[config.mk]
export PLATFORM = sky130hd
export DESIGN_NAME = fetch_queue
export DESIGN_NICKNAME = d
export VERILOG_FILES = /design/src/rtl/fetch_queue.sv
export SDC_FILE = /design/constraint.sdc
export NUM_CORES = 1
export LEC_CHECK = 0
export CAP_MARGIN = 10
export CORE_MARGIN = 4
export CORE_UTILIZATION = 58
export CTS_CLUSTER_SIZE = 12
export DETAILED_ROUTE_END_ITERATION = 10
export HOLD_SLACK_MARGIN = 0.05
export PLACE_DENSITY_LB_ADDON = 0.05
export SETUP_SLACK_MARGIN = 0.4
export SLEW_MARGIN = 10
export SYNTH_ARGS = -nofsm -noshare
export SYNTH_HDL_FRONTEND = slang
export SYNTH_SLANG_ARGS = --single-unit
[constraint.sdc]
create_clock -name clk -period 13.49 [get_ports clk]
set_clock_uncertainty 0.05 [all_clocks]
set_input_delay 3.3725 -clock clk [delete_from_list [all_inputs] [get_ports clk]]
set_output_delay 3.3725 -clock clk [all_outputs]
set_load 0.01 [all_outputs]
[src/rtl/fetch_queue.sv]
// Instruction-fetch front end: issues one sequential request at a time to a
// variable-latency memory and buffers tagged responses in a DEPTH-entry FIFO.
module fetch_queue #(
  parameter int                    ADDR_WIDTH  = 16,
  parameter int                    INSTR_WIDTH = 16,
  parameter int                    DEPTH       = 4,
  parameter int                    PC_INCR     = 2,
  parameter logic [ADDR_WIDTH-1:0] RESET_PC    = '0,
  parameter logic [3:0]            HLT_OPCODE  = 4'hF
) (
  input  logic                         clk,
  input  logic                         rst,
  input  logic                         redirect_valid,
  input  logic [ADDR_WIDTH-1:0]        redirect_pc,
  output logic                         imem_req,
  output logic [ADDR_WIDTH-1:0]        imem_addr,
  input  logic                         imem_rvalid,
  input  logic [INSTR_WIDTH-1:0]       imem_rdata,
  output logic                         out_valid,
  input  logic                         out_ready,
  output logic [INSTR_WIDTH-1:0]       out_instr,
  output logic [ADDR_WIDTH-1:0]        out_pc,
  output logic [ADDR_WIDTH-1:0]        out_pc_next,
  output logic [ADDR_WIDTH-1:0]        fetch_pc,
  output logic                         fetch_halted,
  output logic [$clog2(DEPTH+1)-1:0]   count
);

  localparam int                    CW   = $clog2(DEPTH + 1);
  localparam int                    PW   = $clog2(DEPTH);
  localparam logic [ADDR_WIDTH-1:0] INCR = ADDR_WIDTH'(PC_INCR);
  localparam logic [CW-1:0]         FULL = CW'(DEPTH);

  logic [ADDR_WIDTH-1:0]  fetch_pc_q, fetch_pc_d;
  logic [ADDR_WIDTH-1:0]  req_pc_q, req_pc_d;
  logic                   outstanding_q, outstanding_d;
  logic                   discard_q, discard_d;
  logic                   halted_q, halted_d;
  logic [CW-1:0]          count_q, count_d;
  logic [PW-1:0]          rd_ptr_q, rd_ptr_d;
  logic [PW-1:0]          wr_ptr_q, wr_ptr_d;
  logic [INSTR_WIDTH-1:0] instr_mem_q [DEPTH];
  logic [ADDR_WIDTH-1:0]  pc_mem_q    [DEPTH];

  logic issue, enq, deq, is_hlt;

  // Output handshake: a word transfers on a clock edge where out_valid and
  // out_ready are both high; out_valid never depends on out_ready.
  assign out_valid   = (count_q != '0);
  assign deq         = out_valid & out_ready;
  assign issue       = ~rst & ~redirect_valid & ~halted_q & ~outstanding_q & (count_q < FULL);
  assign enq         = imem_rvalid & ~discard_q & ~redirect_valid;
  assign is_hlt      = (imem_rdata[INSTR_WIDTH-1 -: 4] == HLT_OPCODE);

  assign imem_req     = issue;
  assign imem_addr    = fetch_pc_q;
  assign fetch_pc     = fetch_pc_q;
  assign fetch_halted = halted_q;
  assign count        = count_q;
  assign out_instr    = instr_mem_q[rd_ptr_q];
  assign out_pc       = pc_mem_q[rd_ptr_q];
  assign out_pc_next  = pc_mem_q[rd_ptr_q] + INCR;

  always_comb begin
    fetch_pc_d    = fetch_pc_q;
    req_pc_d      = req_pc_q;
    outstanding_d = outstanding_q;
    discard_d     = discard_q;
    halted_d      = halted_q;
    count_d       = count_q;
    rd_ptr_d      = rd_ptr_q;
    wr_ptr_d      = wr_ptr_q;
    if (redirect_valid) begin
      // A request still in flight must have its eventual response dropped.
      fetch_pc_d    = redirect_pc;
      halted_d      = 1'b0;
      outstanding_d = outstanding_q & ~imem_rvalid;
      discard_d     = outstanding_q & ~imem_rvalid;
      count_d       = '0;
      rd_ptr_d      = '0;
      wr_ptr_d      = '0;
    end else begin
      if (imem_rvalid) begin
        outstanding_d = 1'b0;
        discard_d     = 1'b0;
      end
      if (issue) begin
        fetch_pc_d    = fetch_pc_q + INCR;
        req_pc_d      = fetch_pc_q;
        outstanding_d = 1'b1;
      end
      if (enq) begin
        wr_ptr_d = wr_ptr_q + PW'(1);
        if (is_hlt) halted_d = 1'b1;
      end
      if (deq) rd_ptr_d = rd_ptr_q + PW'(1);
      case ({enq, deq})
        2'b10:   count_d = count_q + CW'(1);
        2'b01:   count_d = count_q - CW'(1);
        default: count_d = count_q;
      endcase
    end
  end

  always_ff @(posedge clk) begin
    if (rst) begin
      fetch_pc_q    <= RESET_PC;
      req_pc_q      <= '0;
      outstanding_q <= 1'b0;
      discard_q     <= 1'b0;
      halted_q      <= 1'b0;
      count_q       <= '0;
      rd_ptr_q      <= '0;
      wr_ptr_q      <= '0;
    end else begin
      fetch_pc_q    <= fetch_pc_d;
      req_pc_q      <= req_pc_d;
      outstanding_q <= outstanding_d;
      discard_q     <= discard_d;
      halted_q      <= halted_d;
      count_q       <= count_d;
      rd_ptr_q      <= rd_ptr_d;
      wr_ptr_q      <= wr_ptr_d;
    end
  end

  // Storage is cleared so the head fields are never X on an empty FIFO.
  always_ff @(posedge clk) begin
    if (rst) begin
      for (int i = 0; i < DEPTH; i++) begin
        instr_mem_q[i] <= '0;
        pc_mem_q[i]    <= '0;
      end
    end else if (enq) begin
      instr_mem_q[wr_ptr_q] <= imem_rdata;
      pc_mem_q[wr_ptr_q]    <= req_pc_q;
    end
  end

endmodule

Word level (Yosys, flattened, before mapping)
Memory sizes are Yosys's and may differ from the RTL's. A register that Yosys moved wholly into a read port is not among the register bits.
Index checks and enable logic that the tools add are counted.
Storage, ports and cells
  register bits after elaboration: 42
  latch bits: 0
  RAM bits: 128
  bits in read-only memories: 0
  input port bits: 37
  output and inout port bits: 86
  logic and storage cells: 66
  memories: 2
Memory list
  instr_mem_q: words 4, bits a word 16, read ports 1, clocked after Yosys merged registers in 1, write ports 4, RTL line 42  | logic [INSTR_WIDTH-1:0] instr_mem_q [DEPTH];
  pc_mem_q: words 4, bits a word 16, read ports 1, clocked after Yosys merged registers in 1, write ports 4, RTL line 43  | logic [ADDR_WIDTH-1:0] pc_mem_q [DEPTH];
Operators by class
  add/subtract/negate cells: 6
  multiply operators: 0
  divide/modulo/power cells: 0
  $lt $le $gt $ge: 1
  eq/ne operators: 3
  shift operators: 0
  multiplexer cells: 22
  bitwise gates (word level): 14
  reductions and logical operators: 10
Operator list (count)
  two-way mux 16 bit: 4
  adder 16 x 2 -> 16 bit (second input constant): 2
  OR reduction 16 bit: 2
  two-way mux 2 bit: 6
  two-way mux 1 bit: 11
  bitwise AND 1 bit: 8
  inverter 1 bit: 6
  one-hot mux 3 bit (2 select lines): 1
  nonzero test 2 bit: 3
  nonzero test 3 bit: 2
  adder 2 x 1 -> 2 bit (second input constant): 2
  == test 4 bit (second input constant): 1
  AND reduction 2 bit: 2
  adder 3 x 1 -> 3 bit (second input constant): 1
  less-than comparator 3 bit (second input constant): 1
  subtractor 3 x 1 -> 3 bit (second input constant): 1
  == test 2 x 1 -> 1 bit (second input constant): 1
  == test 2 bit (second input constant): 1
  OR reduction 2 bit: 1

Depth between registers and ports, before layout
Gate-level depths: netlist of run 1.
  depth in word-level cells: 8
  mapped depth: 9

Least setup slack after synthesis of run 1
No wires, ideal clock.
  kind: input to output
  start: in rst
  end: out imem_req
  data arrival time: 4.502 ns
  required time: 10.068 ns
  slack: 5.566 ns
  cell stages on the path: 5
  path buffers: 2
  path through: buf_2 or2_1 or4_4 inv_1 buf_2
Between the ends
  cells in the longest elaborated chain, start to end: 5
Ends and longest elaborated chain
  start: declaration: RTL line 12  | input logic rst,
  inverter 1 bit: RTL line 51  | assign issue = ~rst & ~redirect_valid & ~halted_q & ~outstanding_q & (count_q < FULL);
  bitwise AND 1 bit (4 in series): RTL line 51
  end: declaration: RTL line 15  | output logic imem_req,
No other way between the ends.

Final worst setup path of run 1
Same ends and word-level chain as after synthesis.

==> metrics.cfg, run 1 <==
[outcome]
status = finished, final reports clean

[setup_path]
cp-start-kind = input port
r2r_cells = 5
crit_type = in2out
startpoint = rst
critPathRequiredTime_ps = 10070
cp.arrival_ps = 6340
regToRegSetupSlack_ps = 11080
cp_max_fo = 39
end_kind = output pin
critPathCapture = imem_req
worst_r2r_endpoint = fetch_pc[1]$_SDFFE_PP0P_
rr_startpoint = count[2]$_SDFFE_PP0P_

[sta]
hold_ws_ps = 411
min_period_over_period = 0.724
totalNegativeSetupSlack_ps = 0
slew-limit-headroom = 0.386
rsz0062_at_grt = no
fin_crit_ps = 9770
slew_violations = 0
fmax_mhz = 102
setup_viol_count_final = 0
tightest_slew_ps = 922
hold_viol = 0

[clocking]
hold_buffers = 0
root_buffer = clkbuf_16
post_cts_buffers = 0
cts_tree = built
clk_pin_slew_ps = 60
clock_path_buffers = 2
clock_sinks = 172
insertion_delay_ps = 420
h-tree-depth = 4
cts_resized = 0
numCtsBuffers = 17

[floorplan]
die_y_um = 123
num_rows = 41
io_pins = 123
core_um2 = 12800
die_x_um = 123
start_util = 0.603
dieArea_um2 = 15200

[pwr]
irDropWorstVdd_uv = 83.3
total_leakage_power_nw = 3.58
cellPowerDensity_nw_per_um2 = 123

[global_route]
grt_pass1_vias = 5087
grtUsageTotal = 0.229
overflow = 0
grt_max_degree = 40
antenna_found_initial = 0
grt_pass1_wl_um = 26200

[routing]
post-route-drc-count = 0
dr.pass1.iters = 5
dr.first_iter.drc_count = 441
vias_per_cell = 5.61
wl_per_cell_um = 17.9
ant_nets = 0
num_vias = 5179
drt_wl_total_um = 16500

[logic_synthesis]
synth_area_leader_cell = edfxtp_1
synth_area_um2 = 7730
yosys_warnings = 0
synthDistinctLibCells = 50
synthCells = 639
ys_async_sr_fraction = 0
syn_nets = 680
synthFlopType = edfxtp_1
yosys_register_bits = 172
yosysTopAreaCellShare = 0.497
seq_area_frac_synth = 0.611
synth-edff-count = 128
synth.area.top_cells = edfxtp_1 (50%), dfxtp_1 (11%), mux4_2 (6.7%)
syn_avg_cell_area_um2 = 12.1

[layout]
area_growth_pct = 22.8
layout_common_cells = edfxtp_1 (128), clkdlybuf4s50_1 (122), nor2_1 (93)
drive_gt1_frac = 0.0959
final_common_cell = edfxtp_1
diodes = 0
nNetsFinal = 779

[hold_path]
hold_class = reg2reg

[flow_run]
drv_cap = 0

[place]
gp_congestion = 0.876
io_buffers = 122
dp_hpwl_um = 10400

[sequential cells by signal (all words and copies together), names as in the netlist, named ones only]
signal,flops
count,3
discard_q,1
fetch_halted,1
fetch_pc,16
instr_mem_q,64
outstanding_q,1
pc_mem_q,64
rd_ptr_q,2
req_pc_q,16
wr_ptr_q,2
[power breakdown]
part,switching (mW),internal [mW]
Clock,0.190,0.271
Sequential,0.0118,0.589
Combinational,0.0534,0.0540
Total,0.255,0.914
[worst max-delay path: stages]
cell             delay (ps)
clkdlybuf4s50_1         400
buf_4                   250
or2_1                   410
or4_4                   680
inv_1                   550
clkdlybuf4s50_1         660
[final cells by class]
type                    instances  area, um^2
flip-flops and latches        172        4730
fillers                       864        3340
multi-input cells             370        2520
repair buffers                132        1300
clock buffers                  20         437
well taps                     172         215
inverters                      45         169
clock inverters                12         121
[synth_stat cells (2+ instances only)]
master    instances
buf_6             5
ha_1              3
or2_2             2
and2_1           27
inv_1            45
buf_2             4
nand3_1           6
nor4_1            5
buf_4            17
and3_1            3
a21oi_1          37
o311ai_0          5
mux4_2           23
xor2_1            6
clkbuf_1         23
clkbuf_8          2
nand2b_1          3
a32oi_1           2
nor2_1           94
o21ai_0           7
nand4_1           6
edfxtp_1        128
dfxtp_1          44
nor3_1            6
a22oi_1           2
xnor2_1          12
or3_1             5
o221ai_1          2
mux2i_1           2
and4_1            2
nand2_1          85
mux4_1            8
[layer usage]
metal / vias to the layer above / track usage / wire length (um) / part of all wire
li1: 2430 / - / - / -
met5: - / 0 / 0 / 0
met4: 0 / 0.0644 / 213 / 0.013
met1: 2527 / 0.301 / 6730 / 0.41
met2: 202 / 0.385 / 8590 / 0.52
met3: 20 / 0.0503 / 1010 / 0.061
[cell families after synthesis]
| logic type | count (synthesis) | synth area share |
|---|---|---|
| and+or+nand+nor | 253 | 0.150 |
| muxes | 34 | 0.100 |
| buffers and inverters | 97 | 0.0649 |
| xor gates and xnor gates | 18 | 0.0204 |
| adders and majority gates | 4 | 0.00745 |
| DFF | 172 | 0.611 |
| AOI/OAI and AO/OA | 61 | 0.0463 |
[stage by stage]
step | util | power, mW | worst slack (ps) | area (um^2) | cells
after floorplan | - | 0.665 | 5570 | 7730 | 639
after global placement | 0.696 | 0.717 | 3810 | 8930 | 891
after detailed placement | 0.696 | 0.720 | 3760 | 8930 | 891
after CTS | 0.740 | 1.17 | 3740 | 9490 | 923
after global routing | 0.740 | 1.21 | 3580 | 9490 | 923
final | 0.740 | 1.17 | 3720 | 9490 | 923
[worst min path at each step]
stage | slack [ps] | cells past startpoint | endpoint | from
after global routing | 430 | 2 | req_pc_q[5]$_SDFFE_PP0P_ | req_pc_q[5]$_SDFFE_PP0P_
after detailed placement | 400 | 2 | req_pc_q[7]$_SDFFE_PP0P_ | req_pc_q[7]$_SDFFE_PP0P_
after CTS | 410 | 2 | req_pc_q[7]$_SDFFE_PP0P_ | req_pc_q[7]$_SDFFE_PP0P_
after global placement | 400 | 2 | outstanding_q$_SDFFE_PP0P_ | outstanding_q$_SDFFE_PP0P_
final | 410 | 2 | req_pc_q[7]$_SDFFE_PP0P_ | req_pc_q[7]$_SDFFE_PP0P_
after floorplan | 390 | 2 | outstanding_q$_SDFFE_PP0P_ | outstanding_q$_SDFFE_PP0P_
(Power assumes the default switching activity.)
==> run 2, diff against run 1 <==
Settings changed: CORE_UTILIZATION 58 to 54.
Clock period 13.49 ns to 9.1 ns, I/O delays scaled along.
==> metrics.cfg, run 2 (same netlist as run 1, synthesis figures left out) <==
[setup_path]
worst_r2r_endpoint = count[2]$_SDFFE_PP0P_
crit_type = in2out
end_kind = output pin
r2r_cells = 9
cp_slowest_cell = or4_4
slowest_delay_ps = 690
cp.arrival_ps = 4970
path_delay_family = buffers and inverters
cp-start-kind = input port
path_buf_inv = 5
crit_chain = clkdlybuf4s50_1 -> buf_4 -> or2_1 -> or4_4 -> inv_1 -> buf_4 -> clkdlybuf4s50_1
cp_max_fo = 39
rr_startpoint = discard_q$_SDFFE_PP0P_
regToRegSetupSlack_ps = 6900
critPathRequiredTime_ps = 6780

[sta]
setup_viol_count_final = 0
tightest_slew_ps = 928
slew_violations = 0
rsz0062_at_grt = no
min_period_over_period = 0.801
fin_crit_ps = 7290
fmax_mhz = 137
slew-limit-headroom = 0.382
totalNegativeSetupSlack_ps = 0
hold_viol = 0

[outcome]
status = finished, final reports clean

[global_route]
grtUsageTotal = 0.214
overflow = 0
grt_pass1_wl_um = 27000
antenna_found_initial = 0
grt_max_degree = 40
grt_pass1_vias = 5284

[routing]
wl_per_cell_um = 17.7
drt_wl_total_um = 16500
dr.pass1.iters = 5
num_vias = 5143
ant_nets = 0
dr.first_iter.drc_count = 409
post-route-drc-count = 0
vias_per_cell = 5.52

[hold_path]
hold_path.startpoint = req_pc_q[5]$_SDFFE_PP0P_
min_to = req_pc_q[5]$_SDFFE_PP0P_
hold_class = reg2reg
whs_path_depth = 2

[floorplan]
die_x_um = 128
dieArea_um2 = 16300
num_rows = 43
start_util = 0.555
io_pins = 123
core_um2 = 13900
die_y_um = 128

[place]
dp_hpwl_um = 10500
io_buffers = 122
gp_congestion = 0.844

[pwr]
irDropWorstVdd_uv = 120
cellPowerDensity_nw_per_um2 = 183
finalPower_mw = 1.74
total_leakage_power_nw = 3.60

[clocking]
clk_pin_slew_ps = 60
numCtsBuffers = 17
clock_sinks = 172
root_buffer = clkbuf_16
hold_buffers = 0
cts_tree = built
post_cts_buffers = 0
cts_resized = 0
clock_path_buffers = 2
h-tree-depth = 4
insertion_delay_ps = 420

[layout]
final_common_cell = edfxtp_1
diodes = 0
layout_common_cells = edfxtp_1 (128), clkdlybuf4s50_1 (122), nor2_1 (93)
drive_gt1_frac = 0.102
area_growth_pct = 23.3
nNetsFinal = 780
reg.largest.list = instr_mem_q x64, pc_mem_q x64

[flow_run]
drv_cap = 0

[run 2: changes by cell type in the layout (fill, tap and decap cells not counted)]
cell       change
clkbuf_1       -2
clkbuf_16      +2
clkbuf_8       +2
clkinv_2       -2
clkinv_4       +2
bufinv_16      -2
clkinv_1       -2
buf_4          +1
inv_4          +2
[run 2: metal layers]
metal / GRT usage / vias up / share of wire
met1: 0.271 / 2503 / 0.41
met5: 0 / - / 0
met3: 0.0393 / 29 / 0.061
met2: 0.373 / 178 / 0.51
li1: - / 2433 / -
met4: 0.0755 / 0 / 0.018
[run 2: metrics by stage]
step | instance area [um^2] | hold WS [ps] | setup WS [ps] | util | cells
final | 9530 | 414 | 1810 | 0.684 | 932
after global routing | 9530 | 432 | 1650 | 0.684 | 932
after CTS | 9530 | 413 | 1810 | 0.684 | 932
after detailed placement | 8950 | 403 | 1810 | 0.642 | 900
after global placement | 8950 | 398 | 1850 | 0.642 | 900
after floorplan | 7730 | 385 | 3370 | - | 639
[run 2: worst max path at each step]
stage | startpoint | end | slack (ps) | cells after the start
final | rst | imem_req | 1810 | 7
after detailed placement | rst | imem_req | 1810 | 7
after CTS | rst | imem_req | 1810 | 7
after global placement | rst | imem_req | 1850 | 7
after global routing | redirect_valid | imem_req | 1650 | 7
after floorplan | rst | imem_req | 3370 | 5
[run 2: report_power, final]
part	total [mW]	internal, mW	switching, mW	leakage (nW)
Clock	0.690	0.399	0.291	0.288
Combinational	0.160	0.0805	0.0794	1.62
Sequential	0.890	0.873	0.0169	1.70
[run 2: tightest hold or removal path: cells and delay by family, from the launching register on]
family	cells	cell delay, ps
flops	1	310
compound gates	1	60
simple gates	1	50
[run 2: final cells by class]
class	instances	area [um^2]
Sequential cell	172	4730
Fill cell	1024	4410
Multi-Input combinational cell	370	2520
Timing Repair Buffer	133	1300
Clock buffer	22	507
Tap cell	180	225
Inverter	45	169
Clock inverter	10	73.8
==> run 3, diff against run 2 <==
Clock period 9.1 ns to 7.3 ns, I/O delays scaled along.
==> metrics.cfg, run 3 (same netlist as run 1, synthesis figures left out) <==
[floorplan]
num_rows = 43
io_pins = 123
start_util = 0.555
die_x_um = 128
die_y_um = 128
dieArea_um2 = 16300
core_um2 = 13900

[pwr]
irDropWorstVdd_uv = 138
total_leakage_power_nw = 3.60
cellPowerDensity_nw_per_um2 = 230

[layout]
layout.area.seq_um2 = 4730
nNetsFinal = 780
fillers = 1029
layout_common_cells = edfxtp_1 (128), clkdlybuf4s50_1 (122), nor2_1 (93)
reg.largest.list = instr_mem_q x64, pc_mem_q x64
utilization = 0.684
diodes = 0
drive_gt1_frac = 0.0971
fin_cells = 932
area_growth_pct = 23.3
multiInputGateArea_um2 = 2520
final_common_cell = edfxtp_1

[setup_path]
cp-start-kind = input port
cp.arrival_ps = 4300
cp_max_fo = 39
end_kind = output pin
crit_type = in2out
critPathRequiredTime_ps = 5430

[routing]
dr.first_iter.drc_count = 312
post-route-drc-count = 0
num_vias = 5142
drt_wl_total_um = 16600
ant_nets = 0
dr.pass1.iters = 5
wl_per_cell_um = 17.8
vias_per_cell = 5.52

[flow_run]
drv_cap = 0

[sta]
hold_viol = 0
rsz0062_at_grt = no
tightest_slew_ps = 897
hold_ws_ps = 413
slew-limit-headroom = 0.402
totalNegativeSetupSlack_ps = 0
slew_violations = 0
fmax_mhz = 162
min_period_over_period = 0.845
worst_slack_ps = 1130
fin_crit_ps = 6170
setup_viol_count_final = 0

[clocking]
clock_sinks = 172
insertion_delay_ps = 420
cts_tree = built
root_buffer = clkbuf_16
clk_pin_slew_ps = 60
clock_path_buffers = 2
cts_resized = 0
numCtsBuffers = 17
hold_buffers = 0
post_cts_buffers = 0
h-tree-depth = 4

[outcome]
status = finished, final reports clean

[global_route]
grtUsageTotal = 0.212
overflow = 0
antenna_found_initial = 0
grt_pass1_wl_um = 26600
grt_max_degree = 40
grt_pass1_vias = 5163

[hold_path]
hold_class = reg2reg

[place]
dp_hpwl_um = 10600
pre_cts_ws_ps = 1120
gp_congestion = 0.815
place_inst = 900
io_buffers = 122

## run 3: cell types whose count changed in the layout (fill, tap and decap cells not counted), sizes merged
cell and delta:
clkinv -1, clkbuf +3, bufinv +2, inv -4
## run 3: critical path: stages
cell	delay, ps
clkdlybuf4s50_1	420
or2_1	400
or4_4	690
inv_1	110
buf_4	250
clkdlybuf4s50_1	580
## run 3: area by class of cell
class                           count  area share
Inverter                           45      0.0177
Sequential cell                   172       0.496
Multi-Input combinational cell    370       0.265
Clock buffer                       25      0.0520
Clock inverter                      7     0.00945
Tap cell                          180      0.0236
Timing Repair Buffer              133       0.137
## run 3: metrics by stage
step	cell area [um^2]	power, mW
after global routing	9530	2.27
after CTS	9530	2.21
final	9530	2.20
after global placement	8950	1.33
after detailed placement	8950	1.33
after floorplan	7730	1.23
## run 3: report_power, final
part | total, mW | internal (mW) | switching [mW] | leakage [nW]
logic | 0.197 | 0.100 | 0.0970 | 1.62
registers | 1.11 | 1.09 | 0.0225 | 1.70
clock network | 0.886 | 0.539 | 0.348 | 0.285
## run 3: routing by layer
metal | share of wire | global-route usage | wire length [um]
met1 | 0.42 | 0.278 | 7050
met2 | 0.51 | 0.360 | 8420
met4 | 0.010 | 0.0549 | 174
met3 | 0.058 | 0.0464 | 962
met5 | 0 | 0 | 0
## run 3: worst paths after layout
check | from | to | slack [ps] | cells past startpoint
worst min-delay path | req_pc_q[5]$_SDFFE_PP0P_ | req_pc_q[5]$_SDFFE_PP0P_ | 410 | 2
worst max-delay path | redirect_valid | imem_req | 1130 | 6
worst min register to register | req_pc_q[5]$_SDFFE_PP0P_ | req_pc_q[5]$_SDFFE_PP0P_ | 410 | 2
worst max register to register | wr_ptr_q[0]$_SDFFE_PP0P_ | instr_mem_q[2][11]$_SDFFCE_PN0P_ | 4830 | 4
